### src/rtl/aes_shiftrows_stream.sv
// -----------------------------------------------------------------------------
// aes_shiftrows_stream
//
// Byte-serial Rijndael ShiftRows / InvShiftRows unit for the byte-wide round
// datapath (between SubBytes and MixColumns). A block of 4*NB bytes arrives in
// column-major order (index = row + 4*col). It is captured into one bank of a
// two-bank ping-pong buffer. The permuted block is then read out of the other
// bank, so back-to-back blocks stream at one byte per cycle. The direction is
// chosen per block by the mode presented with the block's first byte.
//
// Parameters:
//   NB      number of state columns (4, 6 or 8); block size is 4*NB bytes
//   DATA_W  symbol width in bits
//
// Ports:
//   clk        clock, all state changes on the rising edge
//   rst        synchronous reset, active-high
//   in_valid   in_data / in_mode valid this cycle
//   in_ready   unit can accept a byte (depends on state only)
//   in_data    input byte, column-major order
//   in_mode    0 = ShiftRows, 1 = InvShiftRows (taken from first byte of block)
//   out_valid  out_data valid
//   out_ready  downstream accepts out_data this cycle
//   out_data   output byte, column-major order
//   out_last   high with the final byte of a block
//   out_mode   mode of the block currently being output
// -----------------------------------------------------------------------------
module aes_shiftrows_stream #(
   parameter int NB     = 4,
   parameter int DATA_W = 8
) (
   input  logic              clk,
   input  logic              rst,
   input  logic              in_valid,
   output logic              in_ready,
   input  logic [DATA_W-1:0] in_data,
   input  logic              in_mode,
   output logic              out_valid,
   input  logic              out_ready,
   output logic [DATA_W-1:0] out_data,
   output logic              out_last,
   output logic              out_mode
);

   localparam int BLK = 4 * NB;
   localparam int PW  = $clog2(BLK);
   localparam logic [PW-1:0] LAST_IDX = PW'(BLK - 1);

   // Only the Rijndael block sizes with a defined shift table are supported.
   if (NB != 4 && NB != 6 && NB != 8) begin : g_nb_check
      $error("aes_shiftrows_stream: NB must be 4, 6 or 8");
   end

   // Two banks of block storage plus per-bank full flag and latched mode.
   logic [DATA_W-1:0] bank_mem [2][BLK];
   logic [1:0]        bank_full;
   logic [1:0]        bank_mode;
   logic              wr_bank;
   logic              rd_bank;
   logic [PW-1:0]     wr_ptr;
   logic [PW-1:0]     rd_ptr;

   logic              accept;
   logic              drain;
   logic [PW-1:0]     src_idx;

   // Row shift offsets; the wider NB=8 state skips offset 2 on the lower rows.
   function automatic int shift_of(input int r);
      if (NB == 8 && r >= 2) begin
         return r + 1;
      end
      return r;
   endfunction

   // Handshake qualifiers. in_ready looks only at the write bank's state, so
   // it never combinationally depends on in_valid.
   assign in_ready  = !bank_full[wr_bank];
   assign out_valid = bank_full[rd_bank];
   assign accept    = in_valid && in_ready;
   assign drain     = out_valid && out_ready;

   // Pointer, bank-select and full/mode bookkeeping. A fill of one bank and
   // the drain of the other can complete in the same cycle; they touch
   // different bank_full bits, so both take effect together. The two can never
   // hit the same bank because writing needs it empty and reading needs it full.
   always_ff @(posedge clk) begin
      if (rst) begin
         bank_full <= '0;
         bank_mode <= '0;
         wr_bank   <= 1'b0;
         rd_bank   <= 1'b0;
         wr_ptr    <= '0;
         rd_ptr    <= '0;
      end else begin
         if (accept) begin
            if (wr_ptr == '0) begin
               bank_mode[wr_bank] <= in_mode;
            end
            if (wr_ptr == LAST_IDX) begin
               wr_ptr             <= '0;
               bank_full[wr_bank] <= 1'b1;
               wr_bank            <= ~wr_bank;
            end else begin
               wr_ptr <= wr_ptr + 1'b1;
            end
         end
         if (drain) begin
            if (rd_ptr == LAST_IDX) begin
               rd_ptr             <= '0;
               bank_full[rd_bank] <= 1'b0;
               rd_bank            <= ~rd_bank;
            end else begin
               rd_ptr <= rd_ptr + 1'b1;
            end
         end
      end
   end

   // Block storage. It has no reset: a bank's contents are only ever observed
   // while its full flag is set, and reset clears every full flag.
   always_ff @(posedge clk) begin
      if (!rst && accept) begin
         bank_mem[wr_bank][wr_ptr] <= in_data;
      end
   end

   // Map the output index to the input byte that lands there. The inverse
   // direction adds NB before subtracting the shift so the column never goes
   // negative; one conditional subtract then brings it back into 0..NB-1.
   always_comb begin
      int row;
      int col;
      int sh;
      int src_col;
      row     = int'(rd_ptr[1:0]);
      col     = int'(rd_ptr[PW-1:2]);
      sh      = shift_of(row);
      src_col = 0;
      if (!bank_mode[rd_bank]) begin
         src_col = col + sh;
      end else begin
         src_col = col + NB - sh;
      end
      if (src_col >= NB) begin
         src_col = src_col - NB;
      end
      src_idx = PW'(row + 4 * src_col);
   end

   // Output side. Everything is derived from registered state, so the values
   // hold still while the consumer stalls, and they are forced to zero when no
   // block is ready.
   always_comb begin
      out_data = '0;
      out_last = 1'b0;
      out_mode = 1'b0;
      if (out_valid) begin
         out_data = bank_mem[rd_bank][src_idx];
         out_last = (rd_ptr == LAST_IDX);
         out_mode = bank_mode[rd_bank];
      end
   end

endmodule

### config.mk
export PLATFORM = sky130hd
export DESIGN_NAME = aes_shiftrows_stream
export DESIGN_NICKNAME = d
export VERILOG_FILES = /design/src/rtl/aes_shiftrows_stream.sv
export SDC_FILE = /design/constraint.sdc
export NUM_CORES = 1
export LEC_CHECK = 0
export ABC_AREA = 1
export BUFFER_PORTS_ARGS = -buffer_cell sky130_fd_sc_hd__buf_2
export CORE_UTILIZATION = 35
export DETAILED_ROUTE_END_ITERATION = 8
export PLACE_DENSITY = 0.52
export SETUP_SLACK_MARGIN = 0.15
export SLEW_MARGIN = 20
export SYNTH_ARGS = -nofsm -noshare
export SYNTH_HDL_FRONTEND = slang
export SYNTH_SLANG_ARGS = --single-unit
export TNS_END_PERCENT = 30
### constraint.sdc
create_clock -name clk -period 2.2 [get_ports clk]
set_clock_uncertainty 0.1 [all_clocks]
set_input_delay 0.44 -clock clk [delete_from_list [all_inputs] [get_ports clk]]
set_output_delay 0.44 -clock clk [all_outputs]
set_load 0.02 [all_outputs]
==> key figures, run 1 <==
STA
  – Final Max Tran Viols: 0
  – RSZ-0062 raised after global routing: yes
  – Headroom to the max-slew limit: 0.507
  – Final setup violation count: 9
  – Number of hold violations in the final report: 0
  – Maximum clock frequency: 368 MHz
  – Final worst-path cycle share: 1.24
  – Final worst hold slack: 51.7 ps
  – Setup slack of the critical path after layout: -521 ps
  – Min cycle time layout: 2720 ps
  – Actual slew at the worst max-slew pin: 740 ps

Floorplan
  – Initial Util: 0.358
  – Floorplan die area: 0.0342 mm²
  – Core Area: 0.0327 mm²
  – Number of top-level pins: 25
  – Placement row count: 66
  – Die extent in x: 185 µm
  – Vertical extent of the die: 185 µm

Clock network
  – TritonCTS clock tree: done
  – Clock transition at path regs: 60 ps
  – Hold buffers post-CTS: 0
  – Number of buffers between clock root and the deepest sink: 3
  – Inserted Clock Buffers: 29
  – CTS Sinks: 271
  – Insertion delay of the later-clocked pin in the worst-skew pair: 540 ps
  – Root Driver: clkbuf_16
  – H-tree depth: 1

Critical path
  – Type of origin of the critical path: register
  – Cell occurring most often along the worst timing path: nor2_1
  – Longest individual stage delay on the worst path: 430 ps
  – Critical path's slowest cell: dfxtp_4
  – Critical Path Fanout Max: 5
  – Reg-to-reg slack, setup: 260 ps
  – Cells along the critical path: clkbuf_16 -> clkbuf_16 -> nor2_1 -> nor2_1 -> o21ai_1 -> nand2_1 -> nor2_1 -> nor2_1 -> nor2_1 -> nor2_2 -> buf_6
  – Required time at the worst-slack endpoint: 1660 ps
  – Type of the worst setup path: reg2out
  – Data arrival at the endpoint of the critical path: 2180 ps
  – Type of destination of the critical path: primary output

GRT
  – Grt total ovfl: 0
  – Overall global routing resource usage: 0.190
  – First-pass GRT wire length: 48,500 µm
  – Pin count of the biggest net entering global routing: 47
  – Number of antenna violations at the first check in global routing: 0
  – Vias in the first global route: 8,068

Final layout
  – Footprint of the flip-flops and latches: 0.00800 mm²
  – Diodes inserted: 0
  – Area growth syn-to-layout: 27.8%
  – Core occupancy in the finished layout: 0.458
  – Most frequent cells in the layout: 314 x nand2_1, 256 x edfxtp_1, 104 x inv_1
  – Final Net Count: 1,262
  – Layout cells sized above 1: 0.232
  – Post-route cell area: 0.0150 mm²
  – Most common cell after layout, fill and taps aside: nand2_1
  – Fillcell total: 3,058
  – Area used by multi-input combinational logic: 0.00358 mm²

Min path
  – Worst min path class: in2reg

Synthesis
  – Synthesized net count: 1,156
  – Synth Flop Type: edfxtp_1
  – Number of flops mapped to enable cells by yosys: 256
  – Average size of a mapped cell: 10.3 µm²
  – Combined area of all synthesized cells: 0.0117 mm²
  – Async S/R FF share, synth: 0
  – Cell types with the largest area share after synthesis: edfxtp_1 66%, nand2_1 10%, nand3_1 5.8%
  – Post-synthesis register bit count: 271
  – Cell taking the most area after synthesis: edfxtp_1
  – Synth unique cells: 26
  – Top-area cell type share of the netlist area: 0.656
  – Cell count after synthesis: 1,136
  – Fraction of the yosys area taken by sequential cells: 0.682
  – Synth warn: 0

Status
  – Failing checks: negative setup slack
  – Outcome: complete, but fails checks

Pwr
  – Maximum vdd drop: 0.551 mV
  – Total power density per cell area: 692 mW/mm²
  – Static power due to leakage: 0.00592 µW

Job
  – Count of maximum capacitance violations: 0

Routing
  – Top layer used by detailed routing: met4
  – Met3 wirelength from detailed routing: 1780 µm
  – Via count: 8,327
  – First-pass DRT Iterations: 5
  – Drt drc: 0
  – Vias per cell: 4.89
  – Antenna viol nets, final: 0
  – Detailed Route Iter0 Violations: 673
  – Routed met1 length: 14,900 µm
  – Amount of wire on met2 after detailed routing: 14,600 µm
  – WL final: 32,200 µm
  – WL per Instance: 18.9 µm

Placed design
  – GP Congestion: 0.869
  – Buffers on Ports: 24
  – Placed cell area: 0.0131 mm²
  – Post-DP HPWL: 19,600 µm
flip-flops by register name, indices dropped and copies added, names as in the netlist, named ones only:
signal and count:
bank_full 2, bank_mem 256, bank_mode 2, rd_bank 1
rd_ptr 4, wr_bank 1, wr_ptr 4
synthesized netlist by cell type (4+ instances only):
master and n:
o21ai_0 47, a21oi_1 8, buf_4 4, clkbuf_1 23, inv_2 5, ha_1 7, buf_2 25, o21ai_1 7
nand2_1 322, edfxtp_1 256, nand3_1 136, inv_1 106, nor4_1 15, nor3_1 19, nand2_2 5, dfxtp_1 15
nor2_1 121
timing repair:
action / in CTS / in global routing
gates resized for setup: 78 / 95
cloned: 4 / 8
setup buffers: 4 / 8
pin swaps: 14 / 33
setup endpoints to repair: 31 / 105
kinds of logic (layout without fill, tap and decap cells):
| family | count (synthesis) | after routing | share of synthesized area |
|---|---|---|---|
| AND/OR/NAND/NOR | 621 | 621 | 0.221 |
| flip-flops | 271 | 271 | 0.682 |
| buffers and inverters | 171 | 295 | 0.0607 |
| AO/OA/AOI/OAI | 63 | 63 | 0.0270 |
| adder cells (fa/ha/maj) | 7 | 7 | 0.00748 |
| XOR/XNOR | 3 | 3 | 0.00224 |
cell type report:
cell class / instances / area share
Timing Repair Buffer: 131 / 0.103
Multi-Input combinational cell: 694 / 0.239
Timing Repair inverter: 1 / 0.000752
Inverter: 114 / 0.0303
Sequential cell: 271 / 0.534
Clock inverter: 12 / 0.00535
Clock buffer: 37 / 0.0505
Tap cell: 442 / 0.0369
report_power, final:
part | internal (µW) | switching [µW] | leakage, µW | total [µW]
Sequential | 5660 | 10.6 | 0.00243 | 5670
Combinational | 69.7 | 211 | 0.00309 | 280
Clock | 2510 | 1900 | 0.000406 | 4410
Total | 8240 | 2120 | 0.00592 | 10400
per-stage QoR:
step | power (µW) | setup slack, ps | cells | TNS, ps
after floorplan | 5880 | -119 | 1136 | -9100
after global placement | 6050 | -0.350 | 1629 | -0.350
after detailed placement | 6050 | -1.11 | 1629 | -1.11
after CTS | 10400 | -505 | 1686 | -4430
after global routing | 10700 | -592 | 1702 | -4880
final | 10400 | -521 | 1702 | -4010
path summary, 6_finish.rpt:
kind / end / cells past startpoint / from
max: out_data[4] / 11 / register
min: wr_bank / 2 / rst
max reg2reg: bank_mem[0][106] / 10 / wr_bank
min reg2reg: bank_mode[0] / 2 / bank_mode[0]
routing by layer:
metal  GRT usage  up-vias
li1            -     4011
met1       0.275     4051
met2       0.300      213
met3      0.0236       52
met4      0.0512        0
met5           0        -
worst max-delay path: cells and delay by family (launching register included):
kind	cells	cell delay, ps
simple gates	7	620
buf+inv	3	510
flops	1	430
compound gates	1	70
No activity file was read; power rests on OpenSTA's default activity.
==> run 2, diff against run 1 <==
--- a/config.mk
+++ b/config.mk
@@ -7,11 +7,11 @@
 export LEC_CHECK = 0
 export ABC_AREA = 1
 export BUFFER_PORTS_ARGS = -buffer_cell sky130_fd_sc_hd__buf_2
+export CORE_MARGIN = 4
 export CORE_UTILIZATION = 35
 export DETAILED_ROUTE_END_ITERATION = 8
 export PLACE_DENSITY = 0.52
 export SETUP_SLACK_MARGIN = 0.15
-export SLEW_MARGIN = 20
 export SYNTH_ARGS = -nofsm -noshare
 export SYNTH_HDL_FRONTEND = slang
 export SYNTH_SLANG_ARGS = --single-unit
==> key figures, run 2 (synthesized netlist as in run 1, its figures left out) <==
Status
  – Failing checks: negative setup slack
  – Outcome: complete, but fails checks

Routing
  – WL final: 34,500 µm
  – WL per Instance: 20.0 µm
  – Vias per cell: 4.97
  – Antenna viol nets, final: 0
  – First-pass DRT Iterations: 5
  – Drt drc: 0
  – Detailed Route Iter0 Violations: 782
  – Via count: 8,558

Placed design
  – Worst slack at placement: -135 ps
  – Buffers on Ports: 24
  – Number of instances in the placed design: 1,637
  – GP Congestion: 0.824
  – Post-DP HPWL: 19,700 µm

Critical path
  – Cell family with the largest share of critical-path delay: simple AND/OR/NAND/NOR gates
  – Number of stages on the worst setup path: 12
  – Type of the worst setup path: reg2out
  – Type of origin of the critical path: register
  – Data arrival at the endpoint of the critical path: 2260 ps
  – Buffers and inverters on the worst path: 4
  – Critical path's slowest cell: dfxtp_4
  – Type of destination of the critical path: primary output
  – Longest individual stage delay on the worst path: 400 ps
  – Critical Path Fanout Max: 7
  – Cells along the critical path: buf_6 -> buf_12 -> clkbuf_16 -> nor2_4 -> nor2_2 -> o21ai_1 -> nand3_2 -> nand3_2 -> nand2_1 -> nor2_2 -> nor2_4 -> buf_6
  – Required time at the worst-slack endpoint: 1660 ps
  – R2R cell count: 10

Floorplan
  – Placement row count: 66
  – Floorplan die area: 0.0365 mm²
  – Number of top-level pins: 25
  – Vertical extent of the die: 191 µm
  – Die extent in x: 191 µm
  – Core Area: 0.0328 mm²
  – Initial Util: 0.357

Clock network
  – Inserted Clock Buffers: 29
  – Clock transition at path regs: 60 ps
  – Hold buffers post-CTS: 0
  – TritonCTS clock tree: done
  – Insertion delay of the later-clocked pin in the worst-skew pair: 540 ps
  – CTS Sinks: 271
  – H-tree depth: 1
  – Number of buffers between clock root and the deepest sink: 3
  – Root Driver: clkbuf_16

STA
  – Setup slack of the critical path after layout: -598 ps
  – Min cycle time layout: 2800 ps
  – Maximum clock frequency: 357 MHz
  – RSZ-0062 raised after global routing: yes
  – Final Max Tran Viols: 0
  – Final worst-path cycle share: 1.27
  – Final worst hold slack: 75.3 ps
  – Number of hold violations in the final report: 0
  – Final setup violation count: 9
  – Actual slew at the worst max-slew pin: 749 ps
  – Headroom to the max-slew limit: 0.501

Final layout
  – Area used by multi-input combinational logic: 0.00364 mm²
  – Register with the most flip-flops: bank_mem
  – Most frequent cells in the layout: 303 x nand2_1, 256 x edfxtp_1, 105 x inv_1
  – Layout cells sized above 1: 0.256
  – Fillcell total: 3,074
  – Number of standard cells in the final layout excluding fillers: 1,721
  – Footprint of the flip-flops and latches: 0.00800 mm²
  – Area growth syn-to-layout: 30.1%
  – Top Registers: bank_mem: 256 flops, rd_ptr: 4 flops, wr_ptr: 4 flops
  – Diodes inserted: 0
  – Most common cell after layout, fill and taps aside: nand2_1
  – Final Net Count: 1,276
  – Number of flip-flops in the largest register: 256

GRT
  – First-pass GRT wire length: 49,400 µm
  – Peak-usage layer in the global routing report: met2
  – Global Route met3 Usage: 0.0254
  – Vias in the first global route: 8,050
  – GR Util met1: 0.254
  – Number of antenna violations at the first check in global routing: 0
  – Grt total ovfl: 0
  – Overall global routing resource usage: 0.177
  – Pin count of the biggest net entering global routing: 35
  – Met2 usage in global routing: 0.289

Min path
  – Cell depth of the worst min-delay path: 2
  – Worst min path class: in2reg

Pwr
  – Maximum vdd drop: 0.520 mV
  – Total chip power: 10,600 µW
  – Static power due to leakage: 0.00601 µW
  – Total power density per cell area: 696 mW/mm²

Job
  – Count of maximum capacitance violations: 0
-- run 2: cell count changes in the layout (fill, tap and decap cells not counted), sizes merged --
cell,before,now
bufbuf,1,0
buf,124,137
clkbuf,43,45
clkinv,14,19
bufinv,1,2
clkinvlp,2,1
-- run 2: metrics by stage --
step | cell area (µm²) | TNS (ps) | util
CTS | 14300 | -5020 | 0.438
floorplan | 11800 | -9100 | -
detailed placement | 13100 | -505 | 0.401
global route | 15200 | -5520 | 0.465
global placement | 13100 | -528 | 0.401
finish | 15200 | -4770 | 0.465
-- run 2: worst paths after layout --
kind | start | end | slack, ps
worst min-delay path | rst | wr_bank | 80
worst min register to register | bank_mode[0] | bank_mode[0] | 390
worst max-delay path | register | out_data[1] | -600
worst max register to register | wr_bank | bank_mem[1][17] | 280
-- run 2: worst register-to-register path, delay by kind of cell (launching register included) --
kind | cells | cell delay [ps]
simple gates | 6 | 740
buf+inv | 4 | 420
flops | 1 | 370
-- run 2: repair_timing --
item                       CTS  global route
gates resized for setup     45           148
setup endpoints to repair   11           124
pin swaps                    4            51
setup buffers                2            12
cloned                       4            12
-- run 2: power breakdown --
part | internal, µW | total (µW) | switching (µW)
Clock | 2650 | 4640 | 1990
Sequential | 5660 | 5670 | 9.69
Combinational | 74.3 | 291 | 217
-- run 2: final cells by class --
| cell class | instances | area share |
|---|---|---|
| Clock buffer | 36 | 0.0494 |
| Timing Repair Buffer | 146 | 0.112 |
| Inverter | 114 | 0.0300 |
| Sequential cell | 271 | 0.525 |
| Clock inverter | 18 | 0.00887 |
| Tap cell | 442 | 0.0363 |
| Multi-Input combinational cell | 694 | 0.239 |
-- run 2: metal layers --
layer	share of wire	vias up
li1	-	4045
met1	0.45	4203
met2	0.48	266
met3	0.059	44
met4	0.019	0
met5	0	-
